--- src/rtl/digital_tube_pkg.sv ---
// Shared constants for the seven-segment scan driver: register map, CTRL layout,
// reset values and the hex-to-segment table.
package digital_tube_pkg;

  localparam logic [2:0] ADDR_DATA      = 3'd0;
  localparam logic [2:0] ADDR_CTRL      = 3'd1;
  localparam logic [2:0] ADDR_SCAN_DIV  = 3'd2;
  localparam logic [2:0] ADDR_BLINK_DIV = 3'd3;
  localparam logic [2:0] ADDR_STATUS    = 3'd4;

  localparam int unsigned CTRL_EN_BIT    = 0;
  localparam int unsigned CTRL_BLINK_BIT = 1;
  localparam int unsigned CTRL_LZ_BIT    = 2;
  localparam int unsigned CTRL_DP_LSB    = 8;

  localparam int unsigned SCAN_DIV_RST  = 49999;
  localparam logic [7:0]  BLINK_DIV_RST = 8'd99;

  // Active-high gfedcba patterns, entry 0 in the low bits.
  localparam logic [15:0][6:0] HEX_SEG = {
    7'h71, 7'h79, 7'h5E, 7'h39, 7'h7C, 7'h77, 7'h6F, 7'h7F,
    7'h07, 7'h7D, 7'h6D, 7'h66, 7'h4F, 7'h5B, 7'h06, 7'h3F
  };

  typedef struct packed {
    logic [7:0] dp;
    logic       lz_blank;
    logic       blink_en;
    logic       enable;
  } ctrl_t;

  function automatic logic [31:0] be_merge(input logic [31:0] old_val,
                                           input logic [31:0] new_val,
                                           input logic [3:0]  be);
    logic [31:0] res;
    res = old_val;
    for (int b = 0; b < 4; b++) begin
      if (be[b]) res[8*b +: 8] = new_val[8*b +: 8];
    end
    return res;
  endfunction

endpackage

--- src/rtl/digital_tube_scan_timer.sv ---
// Scan timebase: per-slot prescaler, digit index, frame counter and blink phase.
// Everything is held at zero while the display is disabled.
module digital_tube_scan_timer
  import digital_tube_pkg::*;
#(
  parameter int unsigned NUM_DIGITS = 6,
  parameter int unsigned DIV_W      = 16
) (
  input  logic             clk,
  input  logic             rst,
  input  logic             i_enable,
  input  logic             i_clr_presc,
  input  logic [DIV_W-1:0] i_scan_div,
  input  logic [7:0]       i_blink_div,
  output logic [2:0]       o_idx,
  output logic             o_phase,
  output logic             o_slot_end,
  output logic             o_frame_end
);

  localparam logic [2:0] LAST_IDX = 3'(NUM_DIGITS - 1);

  logic [DIV_W-1:0] r_presc;
  logic [2:0]       r_idx;
  logic [7:0]       r_frame;
  logic             r_phase;

  assign o_slot_end  = i_enable && (r_presc == i_scan_div);
  assign o_frame_end = o_slot_end && (r_idx == LAST_IDX);
  assign o_idx       = r_idx;
  assign o_phase     = r_phase;

  always_ff @(posedge clk) begin
    if (rst || !i_enable) begin
      r_presc <= '0;
      r_idx   <= '0;
      r_frame <= '0;
      r_phase <= 1'b0;
    end else if (i_clr_presc) begin
      r_presc <= '0;
    end else if (o_slot_end) begin
      r_presc <= '0;
      if (o_frame_end) begin
        r_idx <= '0;
        if (r_frame == i_blink_div) begin
          r_frame <= '0;
          r_phase <= ~r_phase;
        end else begin
          r_frame <= r_frame + 8'd1;
        end
      end else begin
        r_idx <= r_idx + 3'd1;
      end
    end else begin
      r_presc <= r_presc + DIV_W'(1);
    end
  end

endmodule

--- src/rtl/digital_tube_scan_avalon.sv ---
// Avalon-MM slave plus multiplexed seven-segment driver: register file, tear-free
// digit buffer, blanking and segment decode with registered pin outputs.
module digital_tube_scan_avalon
  import digital_tube_pkg::*;
#(
  parameter int unsigned NUM_DIGITS  = 6,
  parameter int unsigned DIV_W       = 16,
  parameter bit          SEG_ACT_LOW = 1'b1,
  parameter bit          DIG_ACT_LOW = 1'b1
) (
  input  logic                  clk,
  input  logic                  rst,
  input  logic                  chipselect,
  input  logic                  write_n,
  input  logic [2:0]            address,
  input  logic [3:0]            byteenable,
  input  logic [31:0]           writedata,
  output logic [31:0]           readdata,
  output logic [7:0]            seg,
  output logic [NUM_DIGITS-1:0] dig
);

  localparam int unsigned DATA_W = 4 * NUM_DIGITS;

  logic [DATA_W-1:0] r_pend_data;
  logic [DATA_W-1:0] r_disp_data;
  logic              r_pend;
  ctrl_t             r_ctrl;
  logic [DIV_W-1:0]  r_scan_div;
  logic [7:0]        r_blink_div;

  logic w_wr, w_rd, w_xfer, w_phase, w_slot_end, w_frame_end;
  logic [2:0]  w_idx;
  logic [31:0] w_ctrl_word, w_data_new, w_ctrl_new, w_scan_new, w_blink_new, w_rd_mux;
  logic        w_unused;

  assign w_wr = chipselect && !write_n;
  assign w_rd = chipselect && write_n;

  digital_tube_scan_timer #(
    .NUM_DIGITS(NUM_DIGITS),
    .DIV_W     (DIV_W)
  ) u_timer (
    .clk        (clk),
    .rst        (rst),
    .i_enable   (r_ctrl.enable),
    .i_clr_presc(w_wr && (address == ADDR_SCAN_DIV)),
    .i_scan_div (r_scan_div),
    .i_blink_div(r_blink_div),
    .o_idx      (w_idx),
    .o_phase    (w_phase),
    .o_slot_end (w_slot_end),
    .o_frame_end(w_frame_end)
  );

  assign w_ctrl_word = {16'h0, r_ctrl.dp, 5'b0, r_ctrl.lz_blank, r_ctrl.blink_en, r_ctrl.enable};
  assign w_data_new  = be_merge(32'(r_pend_data), writedata, byteenable);
  assign w_ctrl_new  = be_merge(w_ctrl_word, writedata, byteenable);
  assign w_scan_new  = be_merge(32'(r_scan_div), writedata, byteenable);
  assign w_blink_new = be_merge({24'h0, r_blink_div}, writedata, byteenable);
  assign w_unused    = ^{w_data_new, w_ctrl_new, w_scan_new, w_blink_new, w_slot_end};

  // While disabled there is no frame boundary to wait for, so hand over at once.
  assign w_xfer = r_pend && (r_ctrl.enable ? w_frame_end : 1'b1);

  always_ff @(posedge clk) begin
    if (rst) begin
      r_pend_data <= '0;
      r_disp_data <= '0;
      r_pend      <= 1'b0;
      r_ctrl      <= '0;
      r_scan_div  <= DIV_W'(SCAN_DIV_RST);
      r_blink_div <= BLINK_DIV_RST;
    end else begin
      if (w_xfer) begin
        r_disp_data <= r_pend_data;
        r_pend      <= 1'b0;
      end
      // A DATA write in the transfer cycle wins the pending flag back.
      if (w_wr) begin
        case (address)
          ADDR_DATA: begin
            r_pend_data <= w_data_new[DATA_W-1:0];
            r_pend      <= 1'b1;
          end
          ADDR_CTRL: r_ctrl <= '{dp:       w_ctrl_new[CTRL_DP_LSB +: 8],
                                 lz_blank: w_ctrl_new[CTRL_LZ_BIT],
                                 blink_en: w_ctrl_new[CTRL_BLINK_BIT],
                                 enable:   w_ctrl_new[CTRL_EN_BIT]};
          ADDR_SCAN_DIV:  r_scan_div  <= w_scan_new[DIV_W-1:0];
          ADDR_BLINK_DIV: r_blink_div <= w_blink_new[7:0];
          default: ;
        endcase
      end
    end
  end

  always_comb begin
    w_rd_mux = '0;
    case (address)
      ADDR_DATA:      w_rd_mux = 32'(r_pend_data);
      ADDR_CTRL:      w_rd_mux = w_ctrl_word;
      ADDR_SCAN_DIV:  w_rd_mux = 32'(r_scan_div);
      ADDR_BLINK_DIV: w_rd_mux = {24'h0, r_blink_div};
      ADDR_STATUS:    w_rd_mux = {21'h0, w_idx, 6'h0, r_pend, w_phase};
      default:        w_rd_mux = '0;
    endcase
  end

  always_ff @(posedge clk) begin
    if (rst) readdata <= '0;
    else if (w_rd) readdata <= w_rd_mux;
  end

  logic [3:0]            w_nib;
  logic                  w_dp, w_upper_zero, w_blank;
  logic [7:0]            w_seg_on;
  logic [NUM_DIGITS-1:0] w_dig_on;

  always_comb begin
    w_nib        = '0;
    w_dp         = 1'b0;
    w_upper_zero = 1'b1;
    w_dig_on     = '0;
    for (int i = 0; i < NUM_DIGITS; i++) begin
      if (w_idx == 3'(i)) begin
        w_nib       = r_disp_data[4*i +: 4];
        w_dp        = r_ctrl.dp[i];
        w_dig_on[i] = r_ctrl.enable;
      end
      if ((3'(i) >= w_idx) && (r_disp_data[4*i +: 4] != 4'h0)) w_upper_zero = 1'b0;
    end
    w_blank  = (r_ctrl.blink_en && w_phase) ||
               (r_ctrl.lz_blank && w_upper_zero && (w_idx != 3'd0));
    w_seg_on = (!r_ctrl.enable || w_blank) ? 8'h00 : {w_dp, HEX_SEG[w_nib]};
  end

  always_ff @(posedge clk) begin
    if (rst) begin
      seg <= SEG_ACT_LOW ? 8'hFF : 8'h00;
      dig <= DIG_ACT_LOW ? '1 : '0;
    end else begin
      seg <= SEG_ACT_LOW ? ~w_seg_on : w_seg_on;
      dig <= DIG_ACT_LOW ? ~w_dig_on : w_dig_on;
    end
  end

endmodule
--- config.mk ---
export PLATFORM = sky130hd
export DESIGN_NAME = digital_tube_scan_avalon
export DESIGN_NICKNAME = d
export VERILOG_FILES = /design/src/rtl/digital_tube_pkg.sv /design/src/rtl/digital_tube_scan_timer.sv /design/src/rtl/digital_tube_scan_avalon.sv
export SDC_FILE = /design/constraint.sdc
export NUM_CORES = 1
export LEC_CHECK = 0
export ABC_AREA = 1
export CAP_MARGIN = 0
export CORE_MARGIN = 10
export CORE_UTILIZATION = 35
export DETAILED_ROUTE_END_ITERATION = 16
export HOLD_SLACK_MARGIN = 0.05
export PLACE_DENSITY = 0.53
export SYNTH_ARGS = -nofsm -noshare
export SYNTH_HDL_FRONTEND = slang
export SYNTH_HIERARCHICAL = 1
export SYNTH_SLANG_ARGS = --single-unit
--- constraint.sdc ---
create_clock -name clk -period 2.2 [get_ports clk]
set_clock_uncertainty 0.05 [all_clocks]
set_input_delay 0.22 -clock clk [delete_from_list [all_inputs] [get_ports clk]]
set_output_delay 0.22 -clock clk [all_outputs]
set_load 0.02 [all_outputs]
== After elaboration in Yosys (flattened, before gate mapping) ==
Memories as Yosys holds them, arrays and structs flattened.
Cells that the tools add are included.
Cells by class
  $add $sub $neg: 3
  magnitude comparators: 7
  equality and inequality tests: 11
  multiplexer cells: 33
  bitwise operators: 4
  reductions and logical operators: 41
Operators by type and width (number)
  $pmux 24 s5: 1
  $reduce_and 3->1: 9
  $mux 4: 6
  $reduce_bool 4->1: 6
  $mux 1: 22
  $add 16x1->16 const B: 1
  $eq 16x16->1: 1
  $mux 8: 2
  $logic_and 1x1->1: 15
  $eq 3x2->1 const B: 4
  $eq 3x3->1 const B: 3
  $add 8x1->8 const B: 1
  $eq 8x8->1: 1
  $not 8->8: 1
  $mux 7: 1
  $eq 3x1->1 const B: 2
  $ge 1x3->1 const A: 2
  $ge 2x3->1 const A: 2
  $ge 3x3->1 const A: 2
  $logic_not 3->1: 2
  $not 6->6: 1
  $lt 4x5->1 const B: 1
  $reduce_and 4->1: 1
  $add 3x1->3 const B: 1
  7 further kinds: 11
Word-level totals
  flip-flop bits (word level): 158
  bits in read-only memories: 112
  input bits: 43
  memories: 1
Memories
  (no name shown): words 16, width 7, rd ports 1, clocked after memory_dff 0, write ports 0, line digital_tube_scan_avalon.sv:135  | w_seg_on = (!r_ctrl.enable || w_blank) ? 8'h00 : {w_dp, HEX_SEG[w_nib]};

== Logic depth before layout (Yosys ltp) ==
Gate-level depths: netlist (run 1).
  word-level depth: 14
  gate-level depth with buffers: 15

== By module ==
The synthesis (run 1) kept the hierarchy.
By module, submodules not included
  digital_tube_scan_avalon: times used 1, cells an instance 723, area each 5293.8 µm², sequential area each 2442.3 µm²
  digital_tube_scan_timer: times used 1, cells an instance 360, area each 2058.2 µm², sequential area each 560.5 µm²

== Least setup slack after synthesis (run 1) ==
OpenSTA, ideal clock, no wires.
  path type: register to register
  from: register u_timer.r_presc[5]
  to: register r_disp_data[17]
  setup time: 0.116 ns
  data arrival time: 1.851 ns
  data required time: 2.034 ns
  slack: 0.183 ns
  stages on the path, launching flop included: 15
  period minus slack after synthesis: 2.017 ns
  cell sequence: dfxtp_1 -> inv_2 -> nand2_1 -> nand2_1 -> nor2_1 -> nand4_1 -> nor2_1 -> nand3_1 -> nor2_1 -> inv_1 -> a21oi_1 -> clkinv_1 -> clkbuf_1 -> nor2_1 -> nor2_1
On the way
  cells in the longest elaborated chain, start to end: 5
Ends and longest elaborated chain
  start, declared: line digital_tube_scan_timer.sv:23  | logic [DIV_W-1:0] r_presc;
  start signal, assigned: line digital_tube_scan_timer.sv:55  | r_presc <= r_presc + DIV_W'(1);
  $eq 16x16->1: line digital_tube_scan_timer.sv:28  | assign o_slot_end = i_enable && (r_presc == i_scan_div);
  $logic_and 1x1->1: line digital_tube_scan_timer.sv:28
  $logic_and 1x1->1: line digital_tube_scan_timer.sv:29  | assign o_frame_end = o_slot_end && (r_idx == LAST_IDX);
  net w_frame_end: line digital_tube_scan_avalon.sv:32  | logic w_wr, w_rd, w_xfer, w_phase, w_slot_end, w_frame_end;
  $mux 1: line digital_tube_scan_avalon.sv:64  | assign w_xfer = r_pend && (r_ctrl.enable ? w_frame_end : 1'b1);
  $logic_and 1x1->1: line digital_tube_scan_avalon.sv:64
  end signal, assigned: line digital_tube_scan_avalon.sv:76  | r_disp_data <= r_pend_data;
  end, declared: line digital_tube_scan_avalon.sv:26  | logic [DATA_W-1:0] r_disp_data;
The timed path passes the listed nets, and every way through them passes these cells.
A chain may end at the register's enable or synchronous reset.

== Final worst setup path (run 1) ==
  from: register r_scan_div[15]
  to: register r_disp_data[20]
On the way
  cells in the longest elaborated chain, start to end: 5
Ends and longest elaborated chain
  start, declared: line digital_tube_scan_avalon.sv:29  | logic [DIV_W-1:0] r_scan_div;
  start signal, assigned: line digital_tube_scan_avalon.sv:72  | r_scan_div <= DIV_W'(SCAN_DIV_RST);
  start signal, assigned: line digital_tube_scan_avalon.sv:90  | ADDR_SCAN_DIV: r_scan_div <= w_scan_new[DIV_W-1:0];
  $eq 16x16->1: line digital_tube_scan_timer.sv:28
  $logic_and 1x1->1: line digital_tube_scan_timer.sv:28
  $logic_and 1x1->1: line digital_tube_scan_timer.sv:29
  net w_frame_end: line digital_tube_scan_avalon.sv:32
  $mux 1: line digital_tube_scan_avalon.sv:64
  $logic_and 1x1->1: line digital_tube_scan_avalon.sv:64
The timed path passes the listed nets, and every way through them passes these cells.

==> metrics.md, run 1 <==
| Metric | Value |
|---|---|
| Status | finished clean |
| CP cell instances | inv_1 > nand2_1 > nand2_1 > nor2_1 > nand4_1 > nor2_1 > nand3_2 > nor2_1 > inv_1 > a21oi_4 > buf_4 > buf_4 > o21ai_0 > nor2_1 |
| Maximum vdd ir drop | 0.5169 mV |
| Placed cell count | 1,426 |
| WS Path Type | register to register |
| Clk Latency, worst-skew pair | 0.43 ns |
| CORE AREA | 20,430 um2 |
| P per Cell Area | 679.6 nW/um2 |
| Max-slew headroom | between 50% and 60% |
| Htree depth | 4 |
| Drt first pass iters | 5 |
| Area growth from synthesis to layout | 25.25% |
| DR DRC count | 0 |
| Placed cell area | 8503 um2 |
| Highest Signal Layer | met4 |
| Die Span Y | 164.9 um |
| Setup ws final | 0.1733 ns |
| Vias in the first global route | 6,586 |
| Post-Route WL | 21,780 um |
| Vias per cell | 4.788 |
| Final #Nets | 1,230 |
| Post-route clock period utilization | 92.12% |
| Delay of the slowest critical-path stage | ~0.4 ns |
| Pleak | 0.003846 uW |
| CP max FO | 8 |
| Number of CTS-inserted buffers | 17 |
| I/O pins | 89 |
| Final Critical Period | 2.027 ns |
| Slowest CP cell | dfxtp_1 |
| Clock buffer depth | 2 |
| Total die area | 27,190 um2 |
| Crit path top cell by count | nor2_1 |
| Total grt overflow | 0 |
| Syn Area/Cell | roughly 6.8 um2 |
| Endpoint class of the critical path | register |
| CTS sink count | 150 |
| Gpl congestion | around 0.9 |
| Vias | 6,990 |
| Global Route Usage Sum | 16.18% |
| Total Power | about 6300 uW |
| Post-layout util | 45.05% |
| Met2 Wirelength | 9583 um |
| FP Rows | 52 |
| Clock root cell | clkbuf_16 |
| Startpoint Class | register |
| CP Data Arrival Time | 2.33 ns |
| Drt wl/cell | 14.92 um |
| # diodes | 0 |
| Final Hold Vio Count | 0 |
| Wl on met1 | 10,970 um |
| Setup WS pre-CTS | 0.08626 ns |
| FMAX | 493.4 MHz |
| Share of cells above drive strength 1 | 10.84% |
| Design Area, Final | 9204 um2 |
| Cells after Synth | 1,082 |
| Worst hold path type | input port to register |
| Initial Utilization | 35.97% |
| Worst Tran Pin Value | 0.7466 ns |
| Pin count of the biggest net entering global routing | between 80 and 90 |
| Non-Filler Instances | 1,460 |
| Initial antenna violation count | 0 |
| Setup-failing EPs final | 0 |
| CTS tree | yes |
| Clock Pin Slew Worst Setup and Hold Paths | 0.06 ns |
| Port-buffer cells | 71 |
| Yosys Warn Count | 6 |
| Post-DRT Antenna Nets | 0 |
| First-pass GRT wire length | around 35,000 um |
| Critical Path RT | 2.51 ns |
| Max-cap violations | 0 |
| Met3 wire length | 951 um |
| Post-Syn Area | around 7300 um2 |
| Slew Limit Fails | 0 |
| HPWL after DPL | ~16,000 um |
| Chip Width | 164.9 um |
| DRT iter0 DRCs | approximately 490 |
## layout by cell type (no fill, tap or decap), drive strengths merged, types with 11 or more instances in the layout
cell type	count
nand2	269
nor2	190
dfxtp	150
inv	128
o21ai	97
clkdlybuf4s50	71
a21oi	68
nand3	53
buf	35
nand4	21
clkbuf	21
nor3	13
xor2	11
## per-stage QoR
stage	hold WS (ns)	setup TNS (ns)
6_report	0.3892	0
5_1_grt	0.4051	-0.01627
4_1_cts	0.3826	0
3_5_place_dp	0.4066	0
3_3_place_gp	0.4029	0
2_1_floorplan	0.2962	0
## final timing paths
kind,startpoint,to,slack [ns],cells after the start
max,r_scan_div[15],r_disp_data[20],0.17,14
min,writedata[17],r_pend_data[17],0.39,3
max reg2reg,r_scan_div[15],r_disp_data[20],0.17,14
min reg2reg,readdata[9],readdata[9],0.41,2
## routing by layer
layer / up-vias / global-route usage [%]
met5: - / 0
li1: 3658 / -
met2: 144 / 24.83
met1: 3166 / 22.70
met4: 0 / 4.469
met3: 22 / 2.913
## final cells by class
class	instances	area [um2]
inverter	129	486.7
sequential	150	3017
fill	2145	11230
clock buffer	21	460.4
clock inverter	11	173.9
multi-input combinational	773	3715
tap	270	337.8
timing repair buffer	106	1013
## state kept, by name, indices dropped and copies added, names as in the netlist
register,flops
u_timer/r_frame,8
u_timer/o_phase,1
r_scan_div,16
dig,6
r_pend,1
r_disp_data,24
u_timer/o_idx,3
seg,8
u_timer/r_presc,16
r_pend_data,24
r_blink_div,8
r_ctrl,11
readdata,24
## what timing repair did
| action | in CTS | in global routing |
|---|---|---|
| setup buffers | 0 | 2 |
| setup endpoints to repair | 0 | 30 |
| hold endpoints to repair | 0 | 0 |
| resized for setup | 0 | 25 |
| hold buffers | 0 | 0 |
## critical path, delay by kind of cell, from the launching register on
family,cells,cell delay (ns)
compound gates,2,0.29
buf+inv,4,0.41
flops,1,0.41
simple gates,8,0.81
## power by group
| group | internal (uW) | total, uW | leakage [uW] | switching (uW) |
|---|---|---|---|---|
| Sequential | 2750 | 2770 | 0.00122 | 22.8 |
| Combinational | 136 | 345 | 0.00233 | 210 |
| Clock | 1960 | 3140 | 0.000299 | 1180 |
| Total | 4850 | 6250 | 0.00385 | 1410 |
(Power assumes the default switching activity.)
==> run 2: changes to the inputs <==
--- a/config.mk
+++ b/config.mk
@@ -8,10 +8,10 @@
 export ABC_AREA = 1
 export CAP_MARGIN = 0
 export CORE_MARGIN = 10
-export CORE_UTILIZATION = 35
+export CORE_UTILIZATION = 25
 export DETAILED_ROUTE_END_ITERATION = 16
 export HOLD_SLACK_MARGIN = 0.05
-export PLACE_DENSITY = 0.53
+export PLACE_DENSITY = 0.41
 export SYNTH_ARGS = -nofsm -noshare
 export SYNTH_HDL_FRONTEND = slang
 export SYNTH_HIERARCHICAL = 1
==> run 2 against run 1 <==
  * Worst setup slack improved by 0.015 ns
  * Clock power decreased by 5%
  * Die area increased by 35%
  * Critical endpoint is now r_disp_data[1]
  * Largest cell class unchanged
==> metrics.md, run 2 (same netlist as run 1, synthesis figures left out) <==
| Metric | Value |
|---|---|
| Post-DRT Antenna Nets | 0 |
| Setup TNS | 0 ns |
| Drt first pass iters | 5 |
| Chip Width | 191.4 um |
| Slew Limit Fails | 0 |
| Placed cell count | 1,557 |
| CP max FO | 11 |
| Post-Route WL | 24,270 um |
| Vias | 7,032 |
| DR DRC count | 0 |
| Post-route clock period utilization | about nine tenths |
| CTS sink count | 150 |
| Maximum vdd ir drop | 0.4017 mV |
| Pin count of the biggest net entering global routing | 89 |
| Initial Utilization | 25.46% |
| Regs by FF count | r_disp_data x24, r_pend_data x24, readdata x24 |
| CTS tree | yes |
| Most common cell after layout, fill and taps aside | nand2_1 |
| Register area | 3015 um2 |
| Worst hold path type | input port to register |
| P per Cell Area | 647.5 nW/um2 |
| # diodes | 0 |
| RSZ-0062 raised after global routing | true |
| Port-buffer cells | 71 |
| Share of cells above drive strength 1 | 12.19% |
| Final #Nets | 1,248 |
| Multi-input logic area | 3717 um2 |
| Vias per cell | 4.423 |
| DRT iter0 DRCs | ~450 |
| Final Critical Period | 2.011 ns |
| Area growth from synthesis to layout | 28.35% |
| Non-Filler Instances | approximately 1,600 |
| Clock root cell | clkbuf_16 |
| Most frequent cells in the layout | 258 x nand2_1, 175 x nor2_1, 140 x dfxtp_1 |
| Pleak | between 0.003 and 0.004 uW |
| Global Route Usage Sum | 13.39% |
| Drt wl/cell | 15.26 um |
| Gpl congestion | around 0.82 |
| First-pass GRT wire length | 38,770 um |
| Total die area | 36,650 um2 |
| Vias in the first global route | 6,909 |
| Status | finished clean |
| Die Span Y | 191.4 um |
| Total grt overflow | 0 |
| WS Path Type | register to register |
| Number of CTS-inserted buffers | 17 |
| Max-cap violations | 0 |
| Clock Pin Slew Worst Setup and Hold Paths | 0.06 ns |
| FP Rows | a little over 60 |
| Clk Latency, worst-skew pair | 0.42 ns |
| Post-layout util | around a third |
| FMAX | 497.2 MHz |
| CP Data Arrival Time | 2.32 ns |
| Final Hold Vio Count | 0 |
| Endpoint class of the critical path | register |
| HPWL after DPL | 18,650 um |
| Critical Path RT | between 2 and 3 ns |
| Htree depth | 4 |
| Total Power | 6107 uW |
| Filler cells | 3,191 |
| Startpoint Class | register |
| Initial antenna violation count | 0 |
| Clock buffer depth | 2 |
| Setup-failing EPs final | 0 |
| Fin Hold WS | around 0.40 ns |
| CORE AREA | a little under 30,000 um2 |
| I/O pins | 89 |
==> run 2: cell count changes in the layout (fill, tap and decap cells not counted), moves of 3 or more <==
cell | before | now
buf_6 | 0 | 3
o21ai_1 | 7 | 3
buf_4 | 31 | 47
o21ai_0 | 89 | 93
==> run 2: where the power goes <==
part           internal [uW]  leakage (uW)  switching (uW)  total (uW)
sequential              2750       0.00121            23.2        2770
clock                   1780      0.000279            1190        2970
combinational            140       0.00241             220         360
total                   4670       0.00391            1440        6110
==> run 2: routing by layer <==
layer  part of all wire (%)  track usage, %  up-vias  routed length, um
met5                      0               0        -                  0
met4                    1.0           3.546        0                252
met3                    3.6           2.679       14                863
met2                     44           20.53      120              10590
met1                     52           18.65     3217              12570
li1                       -               -     3681                  -
==> run 2: worst paths after layout <==
path,slack (ns),endpoint,from,cells past startpoint
max,0.19,r_disp_data[1],r_scan_div[15],13
min,0.40,r_pend_data[21],writedata[21],3
max reg2reg,0.19,r_disp_data[1],r_scan_div[15],13
min reg2reg,0.41,readdata[12],readdata[12],2
==> run 2: per-stage QoR <==
step | instance area, um2 | worst slack (ns)
final | 9432 | 0.1887
after global routing | 9432 | -0.006627
after CTS | 9360 | 0.08692
after detailed placement | 8773 | 0.04161
after global placement | 8773 | -0.01858
after floorplan | 7375 | 0.2066
==> run 2: critical path: stages, from the launching register on <==
cell and delay, ns:
dfxtp_1 0.39, inv_1 0.06, nand2_1 0.09, nand2_1 0.06, nor2_1 0.08, nand4_1 0.08
nor2_1 0.14, nand3_2 0.12, nor2_2 0.12, inv_2 0.06, a21oi_4 0.23, clkbuf_4 0.28
o21ai_0 0.09, nor2_1 0.09
==> run 2: area by class of cell <==
type,instances,share of cell area (%)
multi-input combinational,773,39.41
sequential,150,31.97
timing repair buffer,124,12.14
inverter,129,5.161
tap,384,5.094
clock buffer,19,4.590
clock inverter,11,1.632
==> run 2: timing repair <==
| item | 4_1_cts | 5_1_grt |
|---|---|---|
| endpoints found under the hold margin | 0 | 0 |
| setup endpoints to repair | 0 | 30 |
| hold buffers | 0 | 0 |
| gates resized for setup | 0 | 22 |
| buffers inserted | 0 | 3 |
